===== config.mk =====
export PLATFORM = sky130hd
export DESIGN_NAME = elevator_ctrl_n
export DESIGN_NICKNAME = d
export VERILOG_FILES = /design/src/rtl/elevator_ctrl_n.sv
export SDC_FILE = /design/constraint.sdc
export NUM_CORES = 1
export LEC_CHECK = 0
export CORE_AREA = 2 2 40 69
export DETAILED_ROUTE_END_ITERATION = 7
export DIE_AREA = 0 0 42 71
export MAX_ROUTING_LAYER = met4
export PLACE_DENSITY = 0.71
export SETUP_SLACK_MARGIN = 0.05
export SLEW_MARGIN = 20
export SYNTH_ARGS = -nofsm -noshare
export SYNTH_HDL_FRONTEND = slang
export SYNTH_SLANG_ARGS = --single-unit

===== constraint.sdc =====
create_clock -name clk -period 1.8 [get_ports clk]
set_input_delay 0.36 -clock clk [delete_from_list [all_inputs] [get_ports clk]]
set_output_delay 0.36 -clock clk [all_outputs]
set_load 0.005 [all_outputs]

===== src/rtl/elevator_ctrl_n.sv =====
// N-floor elevator controller.
// Latches floor calls, serves them in SCAN order, times floor-to-floor travel
// and door dwell, and holds the door open while the obstruction sensor is high.
module elevator_ctrl_n #(
  parameter int NUM_FLOORS    = 4,
  parameter int DOOR_CYCLES   = 4,
  parameter int TRAVEL_CYCLES = 3
) (
  input  logic                  clk,
  input  logic                  Reset,
  input  logic [NUM_FLOORS-1:0] Req,
  input  logic                  Blk,
  output logic [NUM_FLOORS-1:0] Floor,
  output logic                  Door,
  output logic                  Moving,
  output logic                  Dir,
  output logic [NUM_FLOORS-1:0] Pending
);

  localparam int CW   = $clog2(NUM_FLOORS);
  localparam int TMAX = (DOOR_CYCLES > TRAVEL_CYCLES) ? DOOR_CYCLES : TRAVEL_CYCLES;
  localparam int TW   = $clog2(TMAX + 1);
  localparam logic [NUM_FLOORS-1:0] ONE = {{(NUM_FLOORS-1){1'b0}}, 1'b1};

  typedef enum logic [1:0] {
    S_IDLE      = 2'd0,
    S_DOOR_OPEN = 2'd1,
    S_MOVE      = 2'd2
  } state_t;

  state_t                r_state,   w_state_nxt;
  logic [CW-1:0]         r_cur,     w_cur_nxt;
  logic [TW-1:0]         r_timer,   w_timer_nxt;
  logic                  r_dir,     w_dir_nxt;
  logic [NUM_FLOORS-1:0] r_pending, w_pending_nxt;
  logic [NUM_FLOORS-1:0] r_floor;
  logic                  r_door;
  logic                  r_moving;

  logic [NUM_FLOORS-1:0] w_eff;
  logic [NUM_FLOORS-1:0] w_here;
  logic [NUM_FLOORS-1:0] w_floor_nxt;
  logic                  w_any_above;
  logic                  w_any_below;

  // Effective calls include this cycle's requests; w_here masks the car's own floor.
  assign w_eff  = r_pending | Req;
  assign w_here = ONE << r_cur;

  // Look for outstanding calls strictly above and strictly below the car.
  always_comb begin
    w_any_above = 1'b0;
    w_any_below = 1'b0;
    for (int i = 0; i < NUM_FLOORS; i++) begin
      if (w_eff[i]) begin
        if (i > int'(r_cur)) w_any_above = 1'b1;
        if (i < int'(r_cur)) w_any_below = 1'b1;
      end
    end
  end

  // Next-state logic: SCAN decision in IDLE, dwell timing in DOOR_OPEN, travel in MOVE.
  always_comb begin
    // NOTE: every signal gets a default before the case so no path leaves one unassigned (no latches).
    w_state_nxt   = r_state;
    w_cur_nxt     = r_cur;
    w_timer_nxt   = r_timer;
    w_dir_nxt     = r_dir;
    w_pending_nxt = w_eff;

    case (r_state)
      S_IDLE: begin
        if (w_eff[r_cur]) begin
          w_state_nxt   = S_DOOR_OPEN;
          w_pending_nxt = w_eff & ~w_here;
          w_timer_nxt   = TW'(DOOR_CYCLES);
        end else if (w_any_above && (r_dir || !w_any_below)) begin
          w_state_nxt = S_MOVE;
          w_dir_nxt   = 1'b1;
          w_timer_nxt = TW'(TRAVEL_CYCLES);
        end else if (w_any_below) begin
          w_state_nxt = S_MOVE;
          w_dir_nxt   = 1'b0;
          w_timer_nxt = TW'(TRAVEL_CYCLES);
        end
      end

      S_DOOR_OPEN: begin
        // A call at the open floor is absorbed: it only keeps the door open.
        w_pending_nxt = r_pending | (Req & ~w_here);
        if (Blk || Req[r_cur]) begin
          w_timer_nxt = TW'(DOOR_CYCLES);
        end else if (r_timer == TW'(1)) begin
          w_state_nxt = S_IDLE;
          w_timer_nxt = '0;
        end else begin
          w_timer_nxt = r_timer - TW'(1);
        end
      end

      S_MOVE: begin
        if (r_timer == TW'(1)) begin
          w_state_nxt = S_IDLE;
          w_timer_nxt = '0;
          w_cur_nxt   = r_dir ? (r_cur + CW'(1)) : (r_cur - CW'(1));
        end else begin
          w_timer_nxt = r_timer - TW'(1);
        end
      end

      default: begin
        w_state_nxt = S_IDLE;
        w_timer_nxt = '0;
      end
    endcase
  end

  assign w_floor_nxt = ONE << w_cur_nxt;

  // State and registered outputs; reset re-homes the car to floor 0 heading up.
  always_ff @(posedge clk) begin
    // NOTE: sequential state uses non-blocking assignments so all registers update together.
    if (Reset) begin
      r_state   <= S_IDLE;
      r_cur     <= '0;
      r_timer   <= '0;
      r_dir     <= 1'b1;
      r_pending <= '0;
      r_floor   <= ONE;
      r_door    <= 1'b0;
      r_moving  <= 1'b0;
    end else begin
      r_state   <= w_state_nxt;
      r_cur     <= w_cur_nxt;
      r_timer   <= w_timer_nxt;
      r_dir     <= w_dir_nxt;
      r_pending <= w_pending_nxt;
      r_floor   <= w_floor_nxt;
      r_door    <= (w_state_nxt == S_DOOR_OPEN);
      r_moving  <= (w_state_nxt == S_MOVE);
    end
  end

  assign Floor   = r_floor;
  assign Door    = r_door;
  assign Moving  = r_moving;
  assign Dir     = r_dir;
  assign Pending = r_pending;

endmodule


Word level (Yosys, flattened, before mapping):

Index checks and enable logic that the tools add are counted.

* word-level logic and storage cells: 74
* output and inout port bits: 11
* bits of input ports: 7
* bits in registers: 18

* order comparisons: 7
* bitwise gates (word level): 6
* add/subtract/negate cells: 3
* reductions and logical operators: 7
* shift-type cells: 2
* eq/ne operators: 6
* muxes and demuxes: 35

Operators by type and width (count)
* two-way mux 1 bit: 16
* two-way mux 2 bit: 8
* two-way mux 3 bit: 5
* one-hot mux 3 bit (3 select lines): 1
* AND 4 bit: 2
* bitwise OR 4 bit: 2
* one-hot mux 4 bit (2 select lines): 1
* left shift 1 x 2 -> 4 bit, first input constant: 2
* one-hot mux 2 bit (3 select lines): 1
* binary-select mux 1 bit (select 2 bit): 2
* equality test 2 x 1 -> 1 bit, second input constant: 2
* equality test 2 bit, second input constant: 2
* greater-than comparator 2 bit, first input constant: 2
* < comparator 1 x 2 -> 1 bit, first input constant: 2
* two-way mux 4 bit: 1
* inequality test 4 bit, second input constant: 1
* NOT 4 bit: 1
* equality test 3 x 1 -> 1 bit, second input constant: 1
* < comparator 2 x 3 -> 1 bit, second input constant: 1
* AND reduction 3 bit: 1
* subtractor 3 x 1 -> 3 bit, second input constant: 1
* adder 2 x 1 -> 2 bit, second input constant: 1
* greater-than comparator 1 x 2 -> 1 bit, first input constant: 1
* logical NOT 2 bit: 1
* 7 further kinds: 8

Depth between registers and ports, before layout:

* word-level depth: 14
* depth in mapped cells: 8
* mapped depth without buffers: 7

Least setup slack after synthesis:

Ideal clock, no wire load.

* path kind: register to register
* start point: register r_cur[0]
* end point: register r_timer[2]
* clock period less this slack: 1810 ps
* required time: 1655 ps
* data arrival time: 1666 ps
* setup time: 145 ps
* cell stages (with the launch flop): 8
* buffers on the path: 1
* slack: -10 ps
* cells stage by stage: dfxtp_1 buf_2 inv_1 ha_1 o31ai_1 a211oi_1 a221oi_2 a2111oi_1

* longest elaborated chain between the ends: 13
* elaborated cells on any way between the ends: 31
* classes of those cells: order compare (6); eq/ne (1); mux (20); reduce/logical (4)

Ends and longest elaborated chain
* from (decl): line 32 `logic [CW-1:0] r_cur, w_cur_nxt;`
* from (signal assigned): line 134 `r_cur <= w_cur_nxt;`
* < comparator 1 x 2 -> 1 bit: line 57 `if (i < int'(r_cur)) w_any_below = 1'b1;`
* two-way mux 1 bit: line 57
* two-way mux 1 bit: line 55 `if (w_eff[i]) begin`
* two-way mux 1 bit: line 57
* two-way mux 1 bit: line 55
* two-way mux 1 bit: line 57
* two-way mux 1 bit: line 55
* logical NOT 1 bit: line 77 `end else if (w_any_above && (r_dir || !w_any_below)) begin`
* logical OR 1 bit: line 77
* logical AND 1 bit: line 77
* two-way mux 3 bit: line 77
* two-way mux 3 bit: line 73 `if (w_eff[r_cur]) begin`
* one-hot mux 3 bit (3 select lines): line 71 `case (r_state)`
* to (signal assigned): line 135 `r_timer <= w_timer_nxt;`
* to (decl): line 33 `logic [TW-1:0] r_timer, w_timer_nxt;`

Parallel ways exist; a longest one is shown, timed or not. The select of a mux whose other input is x is not followed.
A chain may end at the register's enable or synchronous reset.

Worst setup path after layout:

* start point: register r_cur[0]
* end point: register r_timer[1]

Same word-level chain as after synthesis.

==> summary.txt <==
Setup path
  • RR Startpoint: r_cur[0]
  • Startpoint types: register
  • Worst-path cell chain: buf_6, mux4_2, nor2_4, nand2_1, a211o_1, o32ai_1
  • Worst Path Required: 1.97 ns
  • WP data arrival: 1.87 ns
  • Slowest cell on crit path: mux4_2
  • Critical path peak fanout: 4
  • Worst setup EP type: register
  • Crit path from: r_cur[0]
  • Crit Path Class: register to register
  • Delay of the slowest cell on the worst path: 0.54 ns
  • Path depth of the worst reg2reg path: 6

STA
  • Clock Skews: 0.00491 ns
  • Actual slew at the worst max-slew pin: 0.440 ns
  • Final Hold Fails: 0
  • Final setup fails: 0
  • Fmax: 588 MHz
  • Period minus WS final: 1.70 ns
  • RSZ-0062 raised after global routing: yes
  • Setup_tns: 0 ns
  • Slew Limit Fails: 0
  • Max_slew headroom: 69.8%
  • Tcrit/Tclk final: 94.4%

Pwr
  • Maximum VDD drop: 450 µV
  • Total design power: 1090 µW
  • Pwr Density: 725 mW/mm²
  • Pleak: 0.000589 µW

Floorplanning
  • I/O Pins: 18
  • Die area: 0.00298 mm²
  • Core Area: 0.00243 mm²
  • Die height: 71 µm
  • Initial Util: 43.9%
  • Cell row count: 24
  • Die Width: 42 µm

Yosys
  • Mapped Nets: 134
  • Syn Area/Cell: 8.97 µm²
  • Synthesis Warnings: 0
  • Area leader, netlist: dfxtp_1
  • Synth cell count leaders: 19 x nor2_1, 18 x dfxtp_1, 8 x ha_1, 7 x a21oi_1
  • Post-Syn Instances: 119
  • Synth Flop Type: dfxtp_1
  • Post-synth EDFFs: 0
  • Synth top area cells: dfxtp_1 34%, ha_1 9.4%, nor2_1 6.7%
  • Post-synth cell types: 36
  • Seq/Total Area, Yosys: 33.8%
  • Top-count cell post-synth: nor2_1
  • Synth top area share: 33.8%
  • Post-synthesis async set-or-reset flop share: 0%
  • Register bit total from synthesis: 18
  • Mapped Area: 0.00107 mm²

Global routing
  • First-pass GRT wire length: 4.37 mm
  • Total global-route track usage: 19.4%
  • Grt ovf: 0
  • Vias in the first global route: 996
  • Initial antenna violation count: 0
  • Pin count of the biggest net entering global routing: 13

Clocking
  • Sink Count: 18
  • Skew-Pair Late Insertion Delay: 0.25 ns
  • CTS tree: yes
  • Clock transition at path regs: 0.07 ns
  • Clk root buf: clkbuf_8
  • Clock Path Buffers: 2
  • CTS buffer count: 3
  • H-tree levels: 1

Cells and area
  • Post-Layout Cell Count: 181
  • Post-route cell area: 0.00150 mm²
  • ANT cells: 0
  • Post-layout nets: 171
  • # fillers: 206
  • Storage cell area: 365 µm²
  • Area Growth Syn to Fin: 40.7%
  • Layout cells sized above 1: 29.7%
  • Multi-input logic area: 699 µm²
  • Core Util, Final: 61.7%

Min path
  • Hold Startpoint: r_timer[0]
  • Hold path cells: 1
  • HP Class: register to register

Route
  • Initial DRC Count: 19
  • Post-detailed-route count of antenna-violating nets: 0
  • DRC errors left: 0
  • Via-per-instance ratio: 5.59
  • DRT Pass-1 Iters: 4
  • Vias: 1011
  • WL final: 2.67 mm
  • WL/cell: 14.8 µm

Flow run
  • Max-Cap Viols: 0

Placement
  • Post-DP Area: 0.00140 mm²
  • Placed Cells: 176
  • GP Congestion: 0.819
  • Final HPWL DP: 2.07 mm
  • I/O Buffers: 17

Status
  • Status: finished, final reports clean
==> critical path, delay by kind of cell (launching register included) <==
family | cells | cell delay, ns
AOI/OAI and AO/OA | 2 | 0.43
DFF | 1 | 0.35
muxes | 1 | 0.54
buffers and inverters | 1 | 0.12
and+or+nand+nor | 2 | 0.18
==> logic make-up after synthesis <==
kind of cell / after synthesis / synth area share, %
XOR/XNOR: 2 / 1.64
flip-flops: 18 / 33.8
multiplexers: 3 / 5.16
AND/OR/NAND/NOR: 44 / 20.4
AO/OA/AOI/OAI: 32 / 25.1
buffers and inverters: 12 / 4.57
adder cells (fa/ha/maj): 8 / 9.38
==> power breakdown <==
part	internal [µW]	total, µW	switching [µW]
sequential	431	460	29.2
clock	194	329	134
combinational	148	300	152
total	774	1090	316
==> cell type report <==
type                    instances  area share [%]
inverters                       6            1.50
clock buffers                   4            3.67
multi-input cells              89            46.6
well taps                      26            2.17
flip-flops and latches         18            24.3
repair buffers                 38            21.7
==> stage by stage <==
| step | setup WS [ns] | hold WS (ns) |
|---|---|---|
| floorplan | 0.0696 | 0.440 |
| global placement | -0.272 | 0.462 |
| detailed placement | -0.290 | 0.472 |
| CTS | 0.0760 | 0.488 |
| global route | 0.0315 | 0.522 |
| finish | 0.100 | 0.497 |
==> state kept, by name, summed over array words and instances, names as in the netlist <==
signal and cells:
Floor 4, Pending 4, r_timer 3, r_cur 2, r_state 2, Dir 1, Door 1, Moving 1
==> cells in the final DEF (no fill, tap or decap), types with 2 or more instances in the layout <==
cell type	Yosys	final
a21oi_1	7	7
o21ai_0	3	2
mux4_2	2	2
dfxtp_1	18	14
ha_1	8	8
dfxtp_2	0	4
a211oi_1	3	2
o32ai_1	3	2
clkdlybuf4s50_1	0	13
a211o_1	2	2
a31oi_1	5	4
inv_1	5	4
nor2_1	19	19
nand3_1	2	2
inv_2	1	2
nor2b_1	3	3
buf_4	0	20
nor3_1	6	6
a2111oi_4	2	2
dlygate4sd2_1	0	4
nand2_1	6	6
clkbuf_8	0	4
xnor2_1	2	2
==> routing by layer <==
metal  global-route usage [%]  up-vias  wire length [µm]
li1                         -      504                 -
met1                     19.7      475               992
met2                     34.9       22              1500
met3                     2.30       10                70
met4                     10.8        0               110
met5                        -        -                 0
==> what timing repair did <==
action	CTS	global route
pin swaps	2	9
gates resized for setup	7	10
setup endpoints to repair	10	9
hold buffers	0	0
setup buffers	0	1
==> final timing paths <==
check | endpoint | slack (ns)
max | r_timer[1] | 0.10
min | r_timer[0] | 0.50
max reg2reg | r_timer[1] | 0.10
min reg2reg | r_timer[0] | 0.50
Note: power is estimated with default switching activity, not from simulation.
